**src/rtl/encoder_rr.sv**
```systemverilog
// encoder_rr: registered N:log2(N) round-robin priority encoder with a
// valid/ready output stage. The request vector is sampled into an output
// register, so there is no combinational path from req to the outputs.
// Optional feature macro: ENCODER_RR_ROTATE_EN. When it is defined, a
// rotating priority pointer makes the grant fair. When it is undefined,
// the pointer is removed and the lowest set request bit always wins.
module encoder_rr #(
  parameter int N = 8,
  localparam int W = $clog2(N)
) (
  input  logic         clk,
  input  logic         reset,
  input  logic [N-1:0] req,
  input  logic         out_ready,
  output logic         out_valid,
  output logic [W-1:0] out_index,
  output logic [N-1:0] out_onehot
);

  // Index of the lowest set bit of v; zero when v is empty (callers gate on |v).
  function automatic logic [W-1:0] lowest_set(input logic [N-1:0] v);
    logic [W-1:0] idx;
    idx = '0;
    for (int i = N - 1; i >= 0; i--) begin
      if (v[i]) idx = W'(i);
    end
    return idx;
  endfunction

  logic         load;
  logic         any_req;
  logic [W-1:0] grant_next;

  // The output register may take a new value when it is empty or being drained.
  assign load    = !out_valid || out_ready;
  assign any_req = |req;

`ifdef ENCODER_RR_ROTATE_EN
  logic [W-1:0] ptr_reg;
  logic [W-1:0] ptr_next;
  logic [N-1:0] high_mask;
  logic [N-1:0] req_high;

  // high_mask marks requesters at or above the pointer; they win over the
  // wrapped-around requesters below it.
  genvar gi;
  generate
    for (gi = 0; gi < N; gi++) begin : g_mask
      assign high_mask[gi] = (W'(gi) >= ptr_reg);
    end
  endgenerate

  assign req_high = req & high_mask;

  // Scan from the pointer upwards; if nothing is set there, wrap to bit 0.
  always_comb begin
    grant_next = lowest_set(req);
    if (|req_high) grant_next = lowest_set(req_high);
  end

  // The pointer moves just past the winner; N is a power of two, so the
  // W-bit add wraps N-1 back to 0 for free.
  assign ptr_next = grant_next + W'(1);

  // Pointer advances only when a grant is actually loaded.
  always_ff @(posedge clk or posedge reset) begin
    if (reset) begin
      ptr_reg <= '0;
    end else if (load && any_req) begin
      ptr_reg <= ptr_next;
    end
  end
`else
  // Fixed priority: the lowest-index requester always wins.
  assign grant_next = lowest_set(req);
`endif

  // Output register: load a grant, go empty on no requests, or hold under backpressure.
  always_ff @(posedge clk or posedge reset) begin
    if (reset) begin
      out_valid <= 1'b0;
      out_index <= '0;
    end else if (load) begin
      out_valid <= any_req;
      if (any_req) out_index <= grant_next;
    end
  end

  // One-hot copy decoded straight from the registers, forced to zero when empty.
  genvar go;
  generate
    for (go = 0; go < N; go++) begin : g_onehot
      assign out_onehot[go] = out_valid && (out_index == W'(go));
    end
  endgenerate

endmodule

```
**config.mk**
```make
export PLATFORM = sky130hd
export DESIGN_NAME = encoder_rr
export DESIGN_NICKNAME = d
export VERILOG_FILES = /design/src/rtl/encoder_rr.sv
export SDC_FILE = /design/constraint.sdc
export NUM_CORES = 1
export LEC_CHECK = 0
export ABC_CLOCK_PERIOD_IN_PS = 2850
export CORE_AREA = 2 2 39 41
export CTS_BUF_LIST = sky130_fd_sc_hd__clkbuf_8
export DETAILED_ROUTE_END_ITERATION = 10
export DIE_AREA = 0 0 41 43
export GPL_ROUTABILITY_DRIVEN = 0
export HOLD_SLACK_MARGIN = 0.15
export SLEW_MARGIN = 40
export SYNTH_ARGS = -nofsm -noshare
export SYNTH_HDL_FRONTEND = slang
export SYNTH_SLANG_ARGS = --single-unit
```
**constraint.sdc**
```tcl
create_clock -name clk -period 2.85 [get_ports clk]
set_clock_uncertainty 0.1 [all_clocks]
set_input_delay 0.7125 -clock clk [delete_from_list [all_inputs] [get_ports clk]]
set_output_delay 0.7125 -clock clk [all_outputs]
set_load 0.1 [all_outputs]
```
==> summary.txt, run 1 <==
Outcome
  – Status: completed

Cells and area
  – Final Core Density: 42.7%
  – Finished Cell Area: slightly below 600 µm²
  – Final Non-Filler Cells: 80
  – Nets: 76
  – Share of cells above drive strength 1: between 40% and 50%
  – Ant. Diodes: 0
  – Area Growth Syn to Fin: 99.2%

Route
  – Post-route antenna net violation count: 0
  – WL per Instance: 9.70 µm
  – # DRC: 0
  – Total number of vias: approximately 350
  – Routed WL: 776 µm
  – DR iter-0 viols: 3
  – Routed vias/inst: about 4.4
  – Drt pass-1 iters: 2

Global routing
  – Total track usage: between 10% and 20%
  – Initial antenna violation count: 0
  – Grt met3 use: approximately 4.7%
  – Vias in the first global route: between 300 and 400
  – Met1 Use GR: 9.45%
  – Gr ovfl total: 0
  – Gr busiest metal: met2
  – First-pass GRT wire length: roughly 1200 µm
  – Largest net degree at the start of global routing: 8
  – Met2 usage: approximately 17%

Power and ir drop
  – Leakage dissipation: around 0.00025 µW
  – Max VDD drop: approximately 0.00018 V
  – Power per Cell Area: 601 nW/µm²
  – Total power: approximately 360 µW

STA
  – Fin Hold WS: a little over 0.5 ns
  – Fmax achieved: between 400 and 500 MHz
  – Tmin final: 2.23 ns
  – Endpoints failing setup: 0
  – Worst slew pin tran: between 0.3 and 0.4 ns
  – Final hold violation count: 0
  – Final Cycle Share: roughly four fifths
  – RSZ-0062 raised after global routing: no
  – Max-slew violations: 0
  – Slew HR: approximately 79%

CTS
  – Clk pin slew, worst setup/hold paths: around 0.030 ns
  – CTS H-Tree Depth: 1
  – Clk_lat worst skew: between 0.2 and 0.25 ns
  – CTS tree: yes
  – CTS sink cnt: 4
  – Cts hold-fix bufs: 0
  – Clock tree buffer depth: 2
  – # Post-CTS Setup Buffers: 0
  – CTS buffer count: 3
  – Clk root buf: clkbuf_8
  – Post-CTS sizing: 0

Synth
  – Seq/Total Area, Yosys: 33.8%
  – Mux cell area share after synthesis: 5.06%
  – Synthesized flop and latch total: 4
  – Main combinational cell family by area after synthesis: simple AND/OR/NAND/NOR gates
  – Post-Synth XOR/XNOR Area: 0%
  – Mean Syn Cell Area: 7.80 µm²
  – Yosys warns: 0
  – Simple-Gate Fraction of Synth Area: between 40% and 50%
  – Synth Net Count: a little under 50
  – Syn Std Cell Area: 297 µm²
  – Distinct cell type count after synthesis: 13
  – Compound-Gate Fraction of Synth Area: roughly 17%
  – Synth Area in Adders: 0%
  – Mapped Cells: 38

Placement
  – Hpwl dp: ~660 µm
  – Input/output buffers: 22
  – Placed Area: 546 µm²
  – Placed insts: 76

Floorplan
  – Die width: just over 40 µm
  – Starting density of the core: a little over a fifth
  – I/O Pins: 23
  – Die area: 1760 µm²
  – FP Rows: 14
  – Die Height: 43 µm
  – Core area: 1380 µm²

Flow run
  – Maxcap violations: 0

Critical path
  – Critical path arrival: 2.22 ns
  – Critical path data required time: ~2.8 ns
  – Endpoint class of the critical path: flip-flop
  – CP Launch Type: primary input
  – Setup CP Type: in2reg
  – Critical-path maximum fanout: 3

Hold path
  – Worst min path class: reg2reg
==> cell type report <==
class	instances	area, µm²
Fill cell	145	793
Multi-Input combinational cell	32	226
Timing Repair Buffer	22	190
Sequential cell	4	101
Clock buffer	3	41.3
Tap cell	16	20.0
Inverter	2	7.51
Clock inverter	1	3.75
==> where the power goes <==
group	switching, µW	internal, µW	total (µW)
combinational	120	43.7	164
sequential	9.73	61.3	71.0
clock	28.6	91.7	120
total	158	197	355
==> final timing paths <==
kind / slack (ns) / to / startpoint / cells after the start
worst max register to register: 1.60 / out_index[1] / out_valid / 3
worst min register to register: 0.52 / out_index[2] / out_index[2] / 2
worst max-delay path: 0.62 / out_index[0] / req[4] / 4
min in group asynchronous: 0.59 / out_index[2] / reset / 2
worst min-delay path: 0.52 / out_index[2] / out_index[2] / 2
max in group asynchronous: 1.90 / out_valid / reset / 2
==> sequential cells by signal (all words and copies together), names as in the netlist <==
name and cells:
out_valid 1, out_index 3
==> through the flow <==
stage	setup WS [ns]	setup TNS (ns)
after CTS	0.620	0
after detailed placement	0.397	0
final	0.620	0
after global placement	0.406	0
after global routing	0.578	0
after floorplan	-0.102	-0.570
==> cells in the final DEF (no fill, tap or decap), drive strengths merged, types with 2 or more instances in the layout <==
cell	instances
clkdlybuf4s50	10
clkbuf	3
nor3	5
dfrtp	4
a21oi	3
o21ai	3
nand2	4
or4	2
inv	3
nor2	8
buf	12
nand2b	4
==> logic make-up (layout without fill, tap and decap cells) <==
kind of cell	Yosys count	after routing
compound gates	7	7
buf+inv	2	28
flops	4	4
mux	1	1
simple gates	24	24
==> synthesized netlist by cell type, drive strengths merged <==
library cell	count	area (µm²)
or4	2	22.5
mux2	1	15.0
inv	2	7.51
o41ai	1	8.76
nor2	8	30.0
dfrtp	4	100
nor3	5	25.0
o21ai	3	26.3
nand2	4	15.0
a21oi	3	15.0
nand2b	4	25.0
nor2b	1	6.26
==> worst max-delay path, stage by stage <==
cell	delay, ns
clkdlybuf4s50_1	0.44
or4_4	0.58
o21ai_4	0.19
mux2_4	0.31
==> layer usage <==
metal	vias to the layer above	wire [µm]
li1	185	-
met1	144	305
met3	2	121
met5	-	0
met2	23	340
met4	0	10
Note: power is estimated with default switching activity, not from simulation.
==> run 2: changes to the inputs <==
Settings changed: ABC_CLOCK_PERIOD_IN_PS 2850 to 2200.
Clock period 2.85 ns to 2.2 ns, I/O delays scaled along.
==> summary.txt, run 2 (synthesis gave the netlist of run 1 again) <==
Cells and area
  – Max FFs per register: 3 (unchanged)
  – Ant. Diodes: 0 (unchanged)
  – Leading registers by flop count: out_index: 3 flops, out_valid: 1 flops (unchanged)
  – FF/Latch Area: 110 µm² (was 101 µm²)
  – Share of cells above drive strength 1: 58.9% (was 43.8%)
  – Highest-count cells in the layout ignoring fill and taps: buf_12, clkdlybuf4s50_1, buf_4 (was buf_4, clkdlybuf4s50_1, nor2_2)
  – Area Growth Syn to Fin: 190% (was 99.2%)
  – Reg with most FFs: out_index (unchanged)
  – Final Core Density: 62.2% (was 42.7%)
  – Nets: 86 (was 76)
  – Multi-input gate area: 267 µm² (was 226 µm²)
  – Filler Cell Count: 122 (was 145)
  – Finished Cell Area: 861 µm² (was 591 µm²)
  – Leading cell type in the layout, fill and taps excluded: buf_12 (was buf_4)
  – Final Non-Filler Cells: 89 (was 80)

Route
  – DR iter-0 viols: 2 (was 3)
  – Total number of vias: 398 (was 354)
  – # DRC: 0 (unchanged)
  – Routed vias/inst: 4.47 (was 4.43)
  – Post-route antenna net violation count: 0 (unchanged)
  – Routed WL: 861 µm (was 776 µm)
  – WL per Instance: 9.67 µm (was 9.70 µm)
  – Drt pass-1 iters: 4 (was 2)

Flow run
  – Maxcap violations: 0 (unchanged)

STA
  – Setup TNS: 0 ns (unchanged)
  – Fmax achieved: between 400 and 500 MHz
  – Tmin final: around 2 ns
  – Max-slew violations: 0 (unchanged)
  – Endpoints failing setup: 0 (unchanged)
  – Slew HR: 82.0% (was 78.8%)
  – Final Cycle Share: between 90 and 100%
  – RSZ-0062 raised after global routing: no (unchanged)
  – Worst slew pin tran: 0.267 ns (was 0.318 ns)
  – Final hold violation count: 0 (unchanged)

Outcome
  – Status: completed (unchanged)

Floorplan
  – FP Rows: 14 (unchanged)
  – Die width: 41 µm (unchanged)
  – Die area: 1760 µm² (unchanged)
  – Starting density of the core: 21.4% (unchanged)
  – Die Height: 43 µm (unchanged)
  – Core area: 1380 µm² (unchanged)
  – I/O Pins: 23 (unchanged)

Global routing
  – Total track usage: 13.5% (was 10.5%)
  – Initial antenna violation count: 0 (unchanged)
  – First-pass GRT wire length: 1600 µm (was 1180 µm)
  – Gr ovfl total: 0 (unchanged)
  – Vias in the first global route: 431 (was 323)
  – Largest net degree at the start of global routing: 8 (unchanged)

CTS
  – CTS H-Tree Depth: 1 (unchanged)
  – Clk_lat worst skew: 0.21 ns (was 0.22 ns)
  – Clk pin slew, worst setup/hold paths: 0.03 ns (about the same)
  – Clk root buf: clkbuf_8 (unchanged)
  – CTS sink cnt: 4 (unchanged)
  – CTS tree: yes (unchanged)
  – Clock tree buffer depth: 2 (unchanged)
  – Post-CTS sizing: 0 (unchanged)
  – CTS buffer count: 3 (unchanged)
  – Cts hold-fix bufs: 0 (unchanged)
  – # Post-CTS Setup Buffers: 0 (unchanged)

Hold path
  – Worst min path class: in2async (was reg2reg)

Critical path
  – Critical path data required time: 2.19 ns (was 2.84 ns)
  – CP Launch Type: primary input (unchanged)
  – Endpoint class of the critical path: flip-flop (unchanged)
  – Setup CP Type: in2reg (unchanged)
  – Reg-to-reg startpoint: out_valid (unchanged)
  – Critical-path maximum fanout: 2 (was 3)
  – Critical path arrival: 2.01 ns (was 2.22 ns)
  – Worst setup startpoint: req[4] (unchanged)

Placement
  – Placed insts: 86 (was 76)
  – Hpwl dp: 797 µm (was 661 µm)
  – Input/output buffers: 22 (unchanged)
  – Placed Area: 820 µm² (was 546 µm²)

Power and ir drop
  – Leakage dissipation: 0.000342 µW (was 0.000253 µW)
  – Max VDD drop: 0.000296 V (was 0.000175 V)
  – Power per Cell Area: 617 nW/µm² (was 601 nW/µm²)
  – Total power: 531 µW (was 355 µW)
run 2: changes by cell type in the layout (fill, tap and decap cells not counted), moves of 2 or more:
cell     previous run  this run
buf_4              12        10
buf_12              0        12
nor2_4              0         6
dfrtp_1             3         0
dfrtp_4             0         2
nor2_2              6         0
run 2: stage by stage:
stage          hold WS, ns  setup WS (ns)
3_5_place_dp         0.526        -0.0429
5_1_grt              0.451          0.140
6_report             0.419          0.181
3_3_place_gp         0.523        -0.0223
2_1_floorplan        0.216         -0.113
4_1_cts              0.423          0.181
run 2: power breakdown:
group	switching, µW	internal [µW]
combinational	171	112
sequential	15.7	81.4
clock	34.8	116
run 2: final timing paths:
check	end	slack, ns	cells past startpoint
max	out_index[0]	0.18	4
min	out_index[1]	0.42	2
max reg2reg	out_index[1]	0.75	4
min reg2reg	out_index[1]	0.54	2
max in group asynchronous	out_index[2]	1.41	2
min in group clk	out_index[1]	0.54	2
run 2: metal layers:
metal | GRT usage, % | up-vias | share of wire, %
met1 | 14.7 | 171 | 35
met5 | 0 | - | 0
li1 | - | 204 | -
met2 | 20.9 | 23 | 55
met3 | 5.24 | 0 | 9.9
met4 | 8.00 | 0 | 0
run 2: area by class of cell:
type,count,area share [%]
Multi-Input combinational cell,32,31.0
Inverter,2,0.872
Timing Repair Buffer,32,48.3
Clock buffer,3,4.80
Sequential cell,4,12.8
Tap cell,16,2.33
run 2: worst max-delay path, cell delays in order:
cell	delay, ns
clkdlybuf4s50_1	0.42
or4_4	0.56
o21ai_4	0.18
mux2_4	0.31
